--- src/rtl/systolic_seq_pkg.sv ---
// Purpose: shared types and sizing for the systolic array sequencer.
// Latency: n/a (declarations only).
// Backpressure: n/a.
package systolic_seq_pkg;

  localparam int N         = 32;
  localparam int KW        = 9;
  localparam int DRAIN_CYC = 2 * N - 2;

  typedef enum logic [1:0] {
    ST_IDLE  = 2'd0,
    ST_CLEAR = 2'd1,
    ST_RUN   = 2'd2,
    ST_DONE  = 2'd3
  } state_t;

  // Skew (n-1) plus propagation (n-1) steps that follow the k operand beats.
  function automatic int drain_of(input int n);
    return 2 * n - 2;
  endfunction

  // Step counter must hold k_len_max + drain without wrapping.
  function automatic int cnt_width(input int n, input int kw);
    return $clog2((1 << kw) + 2 * n);
  endfunction

endpackage

--- src/rtl/systolic_seq_skew_mask_gen.sv ---
// Purpose: diagonal skew mask; row/col i is live for steps i .. i+klen-1.
// Latency: combinational.
// Backpressure: run_en low (stalled or not running) forces the mask to zero.
// Ports: cnt (current step), klen (latched inner length), run_en, row_valid[N].
module skew_mask_gen #(
  parameter int N  = 32,
  parameter int KW = 9,
  parameter int CW = 10
) (
  input  logic [CW-1:0] cnt,
  input  logic [KW-1:0] klen,
  input  logic          run_en,
  output logic [N-1:0]  row_valid
);

  always_comb begin
    row_valid = '0;
    for (int i = 0; i < N; i++) begin
      row_valid[i] = run_en && (cnt >= CW'(i)) && (cnt < CW'(i) + CW'(klen));
    end
  end

endmodule

--- src/rtl/systolic_seq.sv ---
// Purpose: sequences one N x N tile multiply: clear, k+drain array steps, done pulse.
// Latency: done arrives k_len + 2N cycles after start is accepted (plus one per stalled step).
// Backpressure: stall freezes the step counter and drops pe_en, read strobes and row_valid.
// Ports: clk, rst_n, start/k_len (request), stall (operand buffers not ready),
//        busy, a_rd_en/b_rd_en/rd_addr (operand reads), pe_clear/pe_en/row_valid (array control), done.
module systolic_seq #(
  parameter int N  = systolic_seq_pkg::N,
  parameter int KW = systolic_seq_pkg::KW
) (
  input  logic          clk,
  input  logic          rst_n,
  input  logic          start,
  input  logic [KW-1:0] k_len,
  input  logic          stall,
  output logic          busy,
  output logic          a_rd_en,
  output logic          b_rd_en,
  output logic [KW-1:0] rd_addr,
  output logic          pe_clear,
  output logic          pe_en,
  output logic [N-1:0]  row_valid,
  output logic          done
);

  import systolic_seq_pkg::*;

  localparam int CW    = cnt_width(N, KW);
  localparam int DRAIN = drain_of(N);

  state_t        state_q, state_d;
  logic [CW-1:0] cnt_q;
  logic [KW-1:0] klen_q;
  logic [KW-1:0] rd_addr_q;
  logic [CW-1:0] last_step;
  logic          run_go;
  logic          rd_go;
  logic          accept;

  // Steps are numbered from 0, so the final array step is klen + drain - 1;
  // the DONE cycle that follows is when every accumulator is settled.
  assign last_step = CW'(klen_q) + CW'(DRAIN) - CW'(1);
  assign run_go    = (state_q == ST_RUN) && !stall;
  assign rd_go     = run_go && (cnt_q < CW'(klen_q));
  assign accept    = (state_q == ST_IDLE) && start && (k_len != '0);

  always_ff @(posedge clk or negedge rst_n) begin
    if (!rst_n) begin
      state_q   <= ST_IDLE;
      cnt_q     <= '0;
      klen_q    <= '0;
      rd_addr_q <= '0;
    end else begin
      state_q <= state_d;
      if (accept) klen_q <= k_len;
      if (state_q == ST_CLEAR) cnt_q <= '0;
      else if (run_go)         cnt_q <= cnt_q + CW'(1);
      if (rd_go) rd_addr_q <= cnt_q[KW-1:0];
    end
  end

  always_comb begin
    state_d  = state_q;
    busy     = 1'b1;
    pe_clear = 1'b0;
    pe_en    = 1'b0;
    a_rd_en  = 1'b0;
    b_rd_en  = 1'b0;
    done     = 1'b0;
    // Address follows the counter while reading, otherwise holds the last read.
    rd_addr  = rd_addr_q;
    unique case (state_q)
      ST_IDLE: begin
        busy = 1'b0;
        if (accept) state_d = ST_CLEAR;
      end
      ST_CLEAR: begin
        pe_clear = 1'b1;
        state_d  = ST_RUN;
      end
      ST_RUN: begin
        pe_en   = run_go;
        a_rd_en = rd_go;
        b_rd_en = rd_go;
        if (rd_go) rd_addr = cnt_q[KW-1:0];
        if (run_go && (cnt_q == last_step)) state_d = ST_DONE;
      end
      ST_DONE: begin
        done    = 1'b1;
        state_d = ST_IDLE;
      end
      default: state_d = ST_IDLE;
    endcase
  end

  skew_mask_gen #(
    .N  (N),
    .KW (KW),
    .CW (CW)
  ) u_skew (
    .cnt       (cnt_q),
    .klen      (klen_q),
    .run_en    (run_go),
    .row_valid (row_valid)
  );

endmodule
--- config.mk ---
export PLATFORM = sky130hd
export DESIGN_NAME = systolic_seq
export DESIGN_NICKNAME = d
export VERILOG_FILES = /design/src/rtl/systolic_seq_pkg.sv /design/src/rtl/systolic_seq_skew_mask_gen.sv /design/src/rtl/systolic_seq.sv
export SDC_FILE = /design/constraint.sdc
export NUM_CORES = 1
export LEC_CHECK = 0
export ABC_AREA = 1
export CORE_MARGIN = 2
export CORE_UTILIZATION = 54
export DETAILED_ROUTE_END_ITERATION = 10
export HOLD_SLACK_MARGIN = 0.02
export PLACE_DENSITY = 0.74
export SYNTH_ARGS = -nofsm -noshare
export SYNTH_HDL_FRONTEND = slang
export SYNTH_SLANG_ARGS = --single-unit
--- constraint.sdc ---
create_clock -name clk -period 4.15 [get_ports clk]
set_input_delay 0.83 -clock clk [delete_from_list [all_inputs] [get_ports clk]]
set_output_delay 0.83 -clock clk [all_outputs]
set_load 0.02 [all_outputs]
==> impl_metrics.csv, run 1 <==
group,metric,value,unit
place,gp_congestion,1.11,
drt,routed-wl-met2,15.8,mm
timing,fin_crit,4.13,ns
critical_path,critPathRequiredTime,3.32,ns
min_path,worstHoldEndpoint,"rd_addr_q[4]",
timing,fin_skew,0.00827,ns
timing,hold_viol_final,0,
place,placed_area,0.0115,mm^2
critical_path,start_kind,"flip-flop",
final_layout,drive_gt1_share,14.1,%
critical_path,rrSetupSlack,1.06,ns
min_path,hold_path.class,"flip-flop to flip-flop",
cts,cts_made_buffers,5,
die,die_y,138,um
synthesis,synth_cell_types,39,
synthesis,seq_area_frac_synth,7.75,%
critical_path,r2r-end,"state_q[0]",
flow_run,cap_violations,0,
critical_path,critPathArrivalTime,3.30,ns
die,io_pins,60,
timing,grt_setup_unrepaired,"true",
global_routing,grt_remaining_overflow,0,
cts,cts_tree,"yes",
cts,htree_levels,2,
drt,first_pass_iters,5,
synthesis,synth_top_area_share,32.8,%
power,power,7620,uW
synthesis,synthCells,1430,
synthesis,synth_area_per_cell,6.77,um^2
die,die_w,138,um
critical_path,reg2reg_from,"klen_q[2]",
drt,top_layer_used,"met4",
final_layout,num-fill-cells,1588,
critical_path,crit_top_cell,"nand2_1",
cts,clk_latency,0.28,ns
timing,finalMaxSlewViolations,0,
drt,wl_per_cell,20.2,um
power,p_per_area,651,mW/mm^2
final_layout,nets,1866,
global_routing,grtUsageTotal,38.9,%
critical_path,path_buf_inv,4,
critical_path,cp_slowest_stage_delay,0.45,ns
cts,cts-hold-fix-buffers,0,
critical_path,cp_max_fo,5,
final_layout,diodes,0,
cts,clk_path_buf_depth,2,
final_layout,areaGrowthSynthToFinish,20.9,%
die,start_util,55.6,%
critical_path,startpoint,"klen_q[2]",
cts,root_buffer,"clkbuf_16",
global_routing,grt_pass1_vias,10267,
global_routing,grt_max_degree,35,
min_path,holdPathStages,2,
global_routing,antenna_found_initial,0,
synthesis,syn_area,0.00969,mm^2
power,ir_drop,0.000444,V
critical_path,cp-end-kind,"output port",
timing,setup_violations,0,
drt,drtIter0Drc,942,
die,num_rows,48,
timing,tns,0,ns
synthesis,async_reset_ff_share,100,%
drt,dr_wl_met3,3.30,mm
place,pre_cts_ws,-0.0562,ns
critical_path,crit_type,"flip-flop to output port",
timing,finalWorstSetupSlack,0.0159,ns
synthesis,synth_edf_count,0,
timing,final.period_utilization,99.6,%
synthesis,syn_nets,1697,
synthesis,ys_ff_latch,30,
drt,vias_per_cell,6.01,
die,core-area,0.0174,mm^2
drt,wl_met1,15.8,mm
die,die_area,0.0190,mm^2
cts,clk_pin_slew,0.06,ns
min_path,hp-start,"rd_addr_q[4]",
drt,drc,0,
synthesis,synth_flop_cell,"dfrtp_1",
final_layout,fin_area,0.0117,mm^2
timing,tightest_slew,0.775,ns
timing,fmax,242,MHz
drt,routed_wl,36.8,mm
power,p_leak,0.00618,uW
critical_path,critical-path-top-delay-family,"buffers and inverters",
cts,cts.sinks,30,
critical_path,crit_chain,"clkinv_2, buf_12, ha_1, buf_4, nand2_1, nand2_1, nand2_1, o21a_1, ha_1, nand2_1, o21ai_0, nand2_1, o2111ai_1, a211oi_2, dlygate4sd2_1",
critical_path,crit_path_top_delay_cell,"dfrtp_1",
synthesis,ys_warn_count,0,
place,dp.final_hpwl,28.6,mm
critical_path,r2r_cells,18,
global_routing,grt_pass1_wl,56.4,mm
drt,drtAntennaViolNets,0,
place,portBuffers,59,
drt,via_count,10969,
synthesis,synth.area.top_cells,"ha_1, nand2_1, xor2_1",
outcome,status,"finished, final reports clean",
synthesis,synth_area_leader_cell,"ha_1",
timing,relSlewSlack,48.2,%
[metal layers]
layer,GRT usage (%),vias up
met2,60.8,530
met1,52.3,5078
met5,0,-
li1,-,5240
met3,6.65,121
met4,17.2,0
[through the flow]
stage	instances	hold WS [ns]	utilization (%)
2_1_floorplan	1430	0.443	-
4_1_cts	1825	0.479	67.1
5_1_grt	1825	0.503	67.2
3_5_place_dp	1817	0.465	66.3
6_report	1825	0.474	67.2
3_3_place_gp	1817	0.457	66.3
[registers in the layout, summed over array words and instances (netlist names)]
| signal | count |
|---|---|
| cnt_q | 10 |
| state_q | 2 |
| rd_addr_q | 9 |
| klen_q | 9 |
[cell usage after synthesis (6+ instances only)]
library cell / instances
nor3_1: 42
buf_4: 8
o21a_1: 6
nor2_1: 119
a21oi_1: 155
o21ai_0: 106
buf_2: 27
nand3_1: 62
nand2_1: 297
ha_1: 254
dfrtp_1: 30
o2111ai_1: 31
a211oi_1: 7
clkbuf_1: 11
xor2_1: 115
inv_1: 111
inv_2: 9
[how the worst max path moves through the flow]
stage	end	slack, ns	cells past startpoint
after detailed placement	row_valid[1]	-0.06	14
after floorplan	row_valid[11]	0.37	11
after global routing	row_valid[15]	-0.18	15
after global placement	row_valid[1]	-0.05	14
after CTS	row_valid[30]	0.01	15
final	row_valid[15]	0.02	15
[tightest hold or removal path, delay by kind of cell (launching register included)]
kind | cells | cell delay, ns
AOI/OAI and AO/OA | 1 | 0.06
DFF | 1 | 0.32
and+or+nand+nor | 1 | 0.05
[cells by family (layout without fill, tap and decap cells)]
| kind of cell | count (synthesis) | after routing | synth area share (%) |
|---|---|---|---|
| and+or+nand+nor | 541 | 541 | 23.2 |
| buffers and inverters | 169 | 339 | 7.22 |
| xor gates and xnor gates | 116 | 116 | 10.5 |
| AOI/OAI and AO/OA | 320 | 320 | 18.5 |
| adders and majority gates | 254 | 254 | 32.8 |
| DFF | 30 | 30 | 7.75 |
[cells in the final DEF (no fill, tap or decap), drive strengths merged, types with 31 or more instances in the layout]
cell type,n
nand2,303
nand3,62
nor3,43
o2111ai,31
xor2,115
inv,120
nor2,125
ha,254
buf,149
o21ai,108
a21oi,155
[power breakdown]
group	leakage (uW)	internal [uW]	switching [uW]
registers	0.000392	363	88.0
clock network	0.0000729	237	142
logic	0.00572	2550	4240
total	0.00618	3150	4460
[layout make-up]
type                            instances  area (um^2)  area share (%)
Sequential cell                        30          751            6.41
Clock buffer                            6          139            1.19
Multi-Input combinational cell       1231         8330            71.2
Tap cell                              225          282            2.40
Timing Repair Buffer                  208         1730            14.8
Clock inverter                          2         12.5           0.107
Inverter                              123          463            3.95
[timing repair]
item | CTS | global route
setup endpoints to repair | 30 | 32
buffers inserted | 0 | 0
resized for setup | 44 | 88
(Power assumes the default switching activity.)
==> run 2, diff against run 1 <==
CORE_UTILIZATION = 50   (was 54)
PLACE_DENSITY = 0.69   (was 0.74)
==> run 2 against run 1 <==
Design area grew 2.4%. Maximum frequency grew 1.1%. Non-clock buffer count grew 28. Total power grew 2.8%. Combinational power grew 3.2%. Clock skew shrank 0.0041 ns. Critical path type unchanged. Critical endpoint is now row_valid[21]. Largest cell class unchanged. Highest routed layer unchanged.
==> impl_metrics.csv, run 2 (synthesis gave the netlist of run 1 again) <==
group,metric,value,unit
timing,setup_violations,0,
drt,drtAntennaViolNets,0,
place,dp.final_hpwl,29.8,mm
final_layout,diodes,0,
critical_path,crit_type,"flip-flop to output port",
die,die_y,143,um
final_layout,finalNonFillerCells,1888,
min_path,hp-start,"rd_addr_q[5]",
drt,drc,0,
cts,clk_path_buf_depth,2,
critical_path,start_kind,"flip-flop",
critical_path,critPathRequiredTime,3.32,ns
power,ir_drop,0.000412,V
min_path,worstHoldEndpoint,"rd_addr_q[5]",
final_layout,num-fill-cells,1763,
die,io_pins,60,
final_layout,nets,1894,
drt,routed_wl,37.1,mm
timing,fin_skew,0.00415,ns
final_layout,final_common_cell,"nand2_1",
critical_path,rrSetupSlack,1.36,ns
place,pre_cts_ws,-0.0689,ns
final_layout,areaGrowthSynthToFinish,23.8,%
global_routing,grt_pass1_vias,10185,
critical_path,cp-end-kind,"output port",
global_routing,grtUsageTotal,36.9,%
timing,tightest_slew,0.709,ns
drt,first_pass_iters,5,
cts,clk_pin_slew,0.05,ns
global_routing,grt_pass1_wl,57.5,mm
critical_path,r2r_cells,17,
final_layout,largest_reg_flops,10,
drt,wl_per_cell,19.6,um
power,p_leak,0.00631,uW
cts,root_buffer,"clkbuf_16",
min_path,hold_path.class,"flip-flop to flip-flop",
timing,hold_slack,0.474,ns
final_layout,reg.largest.list,"cnt_q (10), klen_q (9), rd_addr_q (9)",
timing,finalWorstSetupSlack,0.0614,ns
die,core-area,0.0188,mm^2
cts,clk_latency,0.28,ns
final_layout,drive_gt1_share,15.8,%
final_layout,final_cell_mix,"nand2_1, ha_1, buf_4",
critical_path,cp_max_fo,5,
outcome,status,"finished, final reports clean",
place,gp_congestion,1.08,
final_layout,top_register,"cnt_q",
timing,final.period_utilization,98.5,%
timing,tns,0,ns
power,p_per_area,653,mW/mm^2
cts,cts_tree,"yes",
die,num_rows,50,
cts,cts-hold-fix-buffers,0,
critical_path,critPathArrivalTime,3.26,ns
die,start_util,51.4,%
global_routing,antenna_found_initial,0,
cts,htree_levels,2,
final_layout,post-route-util,63.7,%
timing,fmax,245,MHz
die,die_area,0.0205,mm^2
drt,drtIter0Drc,784,
timing,finalMaxSlewViolations,0,
min_path,holdPathStages,2,
cts,cts.sinks,30,
place,portBuffers,59,
place,dpl.cell_count,1879,
global_routing,grt_remaining_overflow,0,
global_routing,grt_max_degree,36,
timing,hold_viol_final,0,
drt,via_count,10908,
critical_path,reg2reg_from,"klen_q[2]",
timing,grt_setup_unrepaired,"true",
die,die_w,143,um
timing,fin_crit,4.09,ns
flow_run,cap_violations,0,
cts,cts_made_buffers,5,
timing,relSlewSlack,52.6,%
drt,vias_per_cell,5.78,
critical_path,r2r-end,"state_q[0]",
==> run 2: cell types whose count changed in the layout (fill, tap and decap cells not counted), moves of 2 or more <==
cell / previous run / this run
buf_4: 137 / 167
a21oi_1: 154 / 150
a21oi_2: 1 / 4
buf_6: 4 / 1
o21ai_0: 93 / 96
buf_12: 8 / 10
buf_2: 0 / 2
clkbuf_2: 20 / 18
dlygate4sd1_1: 2 / 0
o2111ai_1: 30 / 28
o2111ai_2: 1 / 3
==> run 2: layout make-up <==
cell class | instances | area (um^2) | area share [%]
repair buffers | 236 | 1950 | 16.3
clock buffers | 6 | 139 | 1.16
well taps | 260 | 325 | 2.71
clock inverters | 2 | 12.5 | 0.104
inverters | 123 | 463 | 3.86
flip-flops and latches | 30 | 752 | 6.27
multi-input cells | 1231 | 8340 | 69.6
==> run 2: worst max-delay path by stage <==
stage,endpoint,start,slack [ns]
after global routing,row_valid[7],klen_q[4],-0.07
after floorplan,row_valid[11],klen_q[1],0.37
final,row_valid[21],klen_q[4],0.06
after CTS,row_valid[7],klen_q[4],0.01
after detailed placement,row_valid[9],klen_q[1],-0.07
after global placement,row_valid[7],klen_q[4],-0.07
==> run 2: timing repair <==
| item | 4_1_cts | 5_1_grt |
|---|---|---|
| endpoints found under the setup margin | 30 | 37 |
| pin swaps | 0 | 3 |
| gates cloned | 0 | 0 |
| buffers inserted | 0 | 1 |
| gates resized for setup | 49 | 82 |
==> run 2: metrics by stage <==
step	cell area, um^2	total power (uW)
floorplan	9690	4500
global placement	11800	7110
detailed placement	11800	7220
CTS	12000	7650
global route	12000	8560
finish	12000	7830
==> run 2: critical path, stage by stage (launching register included) <==
cell           delay [ns]
dfrtp_1              0.40
buf_4                0.16
ha_2                 0.23
inv_1                0.14
buf_4                0.13
nand2_1              0.12
inv_1                0.11
buf_4                0.11
o21ai_0              0.17
xor2_1               0.20
ha_1                 0.29
nand2_1              0.08
nor2_1               0.05
nand3_1              0.07
o2111ai_1            0.20
nor3_1               0.17
dlygate4sd2_1        0.35
==> run 2: where the power goes <==
part | switching [uW] | internal [uW] | total [uW]
logic | 4300 | 2710 | 7010
registers | 79.9 | 365 | 444
clock network | 135 | 237 | 372
==> run 2: per-layer routing <==
layer  part of all wire (%)  GRT usage (%)  up-vias  wire [um]
met5                      0              0        -          0
met4                    3.7           13.1        0       1380
met3                    7.6           3.96       78       2810
met2                     45           59.7      462      16600
met1                     44           50.7     5075      16300
li1                       -              -     5293          -
==> run 3, diff against run 2 <==
CTS_CLUSTER_DIAMETER = 100   (was unset)
SYNTH_HIERARCHICAL = 1   (was unset)
==> run 3 against run 2 <==
Critical endpoint is now row_valid[28]. Sequential cell count is the same. Via count rose by 8.7%. Maximum frequency is 0.57% higher. Largest power group unchanged. Sequential share of layout area down 0.33 points. Core utilization fell by 3.5 points.
==> impl_metrics.csv, run 3 <==
group,metric,value,unit
die,io_pins,60,
cts,cts-hold-fix-buffers,0,
die,core-area,0.0212,mm^2
synthesis,seq_area_frac_synth,6.93,%
global_routing,grtUsageTotal,36.4,%
cts,cts.sinks,30,
timing,fin_skew,0.00647,ns
final_layout,largest_reg_flops,10,
drt,vias_per_cell,5.51,
final_layout,finalNonFillerCells,2152,
die,num_rows,53,
synthesis,synth_edf_count,0,
place,dp.final_hpwl,32.5,mm
drt,wl_per_cell,19.3,um
final_layout,areaGrowthSynthToFinish,17.5,%
cts,clk_pin_slew,0.06,ns
timing,fin_crit,4.07,ns
timing,grt_setup_unrepaired,"true",
final_layout,final_common_cell,"nand2_1",
cts,clk_path_buf_depth,2,
global_routing,grt_pass1_wl,62.6,mm
timing,relSlewSlack,49.6,%
critical_path,cp-end-kind,"output port",
timing,finalWorstSetupSlack,0.0844,ns
global_routing,antenna_found_initial,0,
synthesis,synthTopCellsByCount,"nand2_1, ha_1, nor2_1, inv_1, xor2_1",
timing,final.period_utilization,98.0,%
min_path,hold_path.class,"flip-flop to flip-flop",
synthesis,synth_area_leader_cell,"ha_1",
place,pre_cts_ws,-0.163,ns
synthesis,synth_area_per_cell,6.20,um^2
place,portBuffers,59,
cts,root_buffer,"clkbuf_16",
critical_path,cp_max_fo,10,
final_layout,diodes,0,
synthesis,synth_top_area_share,29.9,%
drt,routed_wl,41.5,mm
die,die_area,0.0228,mm^2
drt,via_count,11852,
critical_path,critical-path-top-delay-family,"buffers and inverters",
timing,setup_violations,0,
synthesis,syn_area,0.0108,mm^2
critical_path,critPathRequiredTime,3.32,ns
global_routing,grt_remaining_overflow,0,
cts,cts_tree,"yes",
die,die_y,151,um
synthesis,ys_warn_count,6,
critical_path,path_buf_inv,5,
power,power,9160,uW
drt,first_pass_iters,5,
critical_path,crit_top_cell,"nor2_1",
synthesis,syn_nets,2018,
synthesis,synth.area.top_cells,"ha_1, nand2_1, xor2_1",
synthesis,synth_flop_cell,"dfrtp_1",
final_layout,nets,2149,
final_layout,final_cell_mix,"nand2_1, ha_1, nor2_1",
timing,tightest_slew,0.753,ns
cts,htree_levels,2,
power,p_per_area,720,mW/mm^2
final_layout,drive_gt1_share,9.96,%
drt,drtIter0Drc,1007,
final_layout,reg.largest.list,"cnt_q (10), klen_q (9), rd_addr_q (9)",
synthesis,synthCells,1746,
global_routing,grt_max_degree,35,
synthesis,ys_ff_latch,30,
critical_path,crit_type,"flip-flop to output port",
global_routing,grt_pass1_vias,11032,
place,placed_area,0.0123,mm^2
outcome,status,"finished, final reports clean",
place,dpl.cell_count,2138,
die,die_w,151,um
die,start_util,51.2,%
final_layout,post-route-util,60.1,%
timing,hold_viol_final,0,
power,p_leak,0.00778,uW
timing,fmax,246,MHz
critical_path,cp_slowest_stage_delay,0.55,ns
synthesis,async_reset_ff_share,100,%
drt,drtAntennaViolNets,0,
critical_path,crit_chain,"inv_1, buf_4, ha_4, inv_1, a21oi_1, buf_4, nor2_1, xor2_1, ha_1, nand2_1, nor2_1, nand3_1, nand3_1, nor2_1, clkdlybuf4s50_1",
final_layout,fin_area,0.0127,mm^2
cts,cts_made_buffers,5,
critical_path,start_kind,"flip-flop",
synthesis,synth_cell_types,44,
synthesis,synth_most_common_cell,"nand2_1",
critical_path,crit_path_top_delay_cell,"clkdlybuf4s50_1",
power,ir_drop,0.000346,V
drt,drc,0,
timing,finalMaxSlewViolations,0,
critical_path,critPathArrivalTime,3.24,ns
cts,clk_latency,0.28,ns
place,gp_congestion,1.06,
final_layout,top_register,"cnt_q",
flow_run,cap_violations,0,
-- run 3: kinds of logic after synthesis --
kind of cell             synth area share (%)
AND/OR/NAND/NOR                          32.8
flip-flops                               6.93
AO/OA/AOI/OAI                            10.7
buffers and inverters                    9.50
XOR/XNOR                                 10.2
adder cells (fa/ha/maj)                  29.9
-- run 3: path summary, 6_finish.rpt --
| kind | slack (ns) | startpoint | depth (start not counted) | endpoint |
|---|---|---|---|---|
| max in group asynchronous | 2.86 | rst_n | 2 | klen_q[6] |
| max reg2reg | 1.70 | klen_q[5] | 12 | rd_addr_q[8] |
| min | 0.47 | rd_addr_q[8] | 2 | rd_addr_q[8] |
| min in group asynchronous | 0.95 | rst_n | 2 | rd_addr_q[8] |
| min reg2reg | 0.47 | rd_addr_q[8] | 2 | rd_addr_q[8] |
| max | 0.08 | klen_q[2] | 15 | row_valid[28] |
-- run 3: metrics by stage --
| step | hold WS, ns | setup TNS, ns |
|---|---|---|
| 5_1_grt | 0.490 | -0.106 |
| 2_1_floorplan | 0.445 | 0 |
| 6_report | 0.471 | 0 |
| 3_5_place_dp | 0.464 | -0.249 |
| 4_1_cts | 0.475 | -0.0643 |
| 3_3_place_gp | 0.456 | -0.332 |
-- run 3: report_power, final --
| part | internal, uW | switching, uW | leakage, uW |
|---|---|---|---|
| clock | 216 | 137 | 0.0000694 |
| sequential | 365 | 127 | 0.000383 |
| combinational | 2900 | 5410 | 0.00733 |
| total | 3490 | 5680 | 0.00778 |
-- run 3: tightest hold or removal path: cells and delay by family (launching register included) --
kind,cells,cell delay (ns)
flip-flops,1,0.31
AND/OR/NAND/NOR,2,0.12
-- run 3: final cells by class --
cell class                 count  area, um^2
tap                          275         344
fill                        2141        8430
clock inverter                 2        10.0
timing repair buffer         156        1450
clock buffer                   5         125
sequential                    30         756
inverter                     219         825
multi-input combinational   1465        9210
-- run 3: per-layer routing --
metal | global-route usage [%] | wire length [um]
met2 | 57.4 | 17700
met3 | 7.86 | 3900
met4 | 13.5 | 1740
met1 | 48.7 | 18200
met5 | 0 | 0
-- run 3: what timing repair did --
item	in CTS	in global routing
resized for setup	47	47
pin swaps	2	1
setup endpoints to repair	28	30
buffers inserted	2	3
cloned	0	2
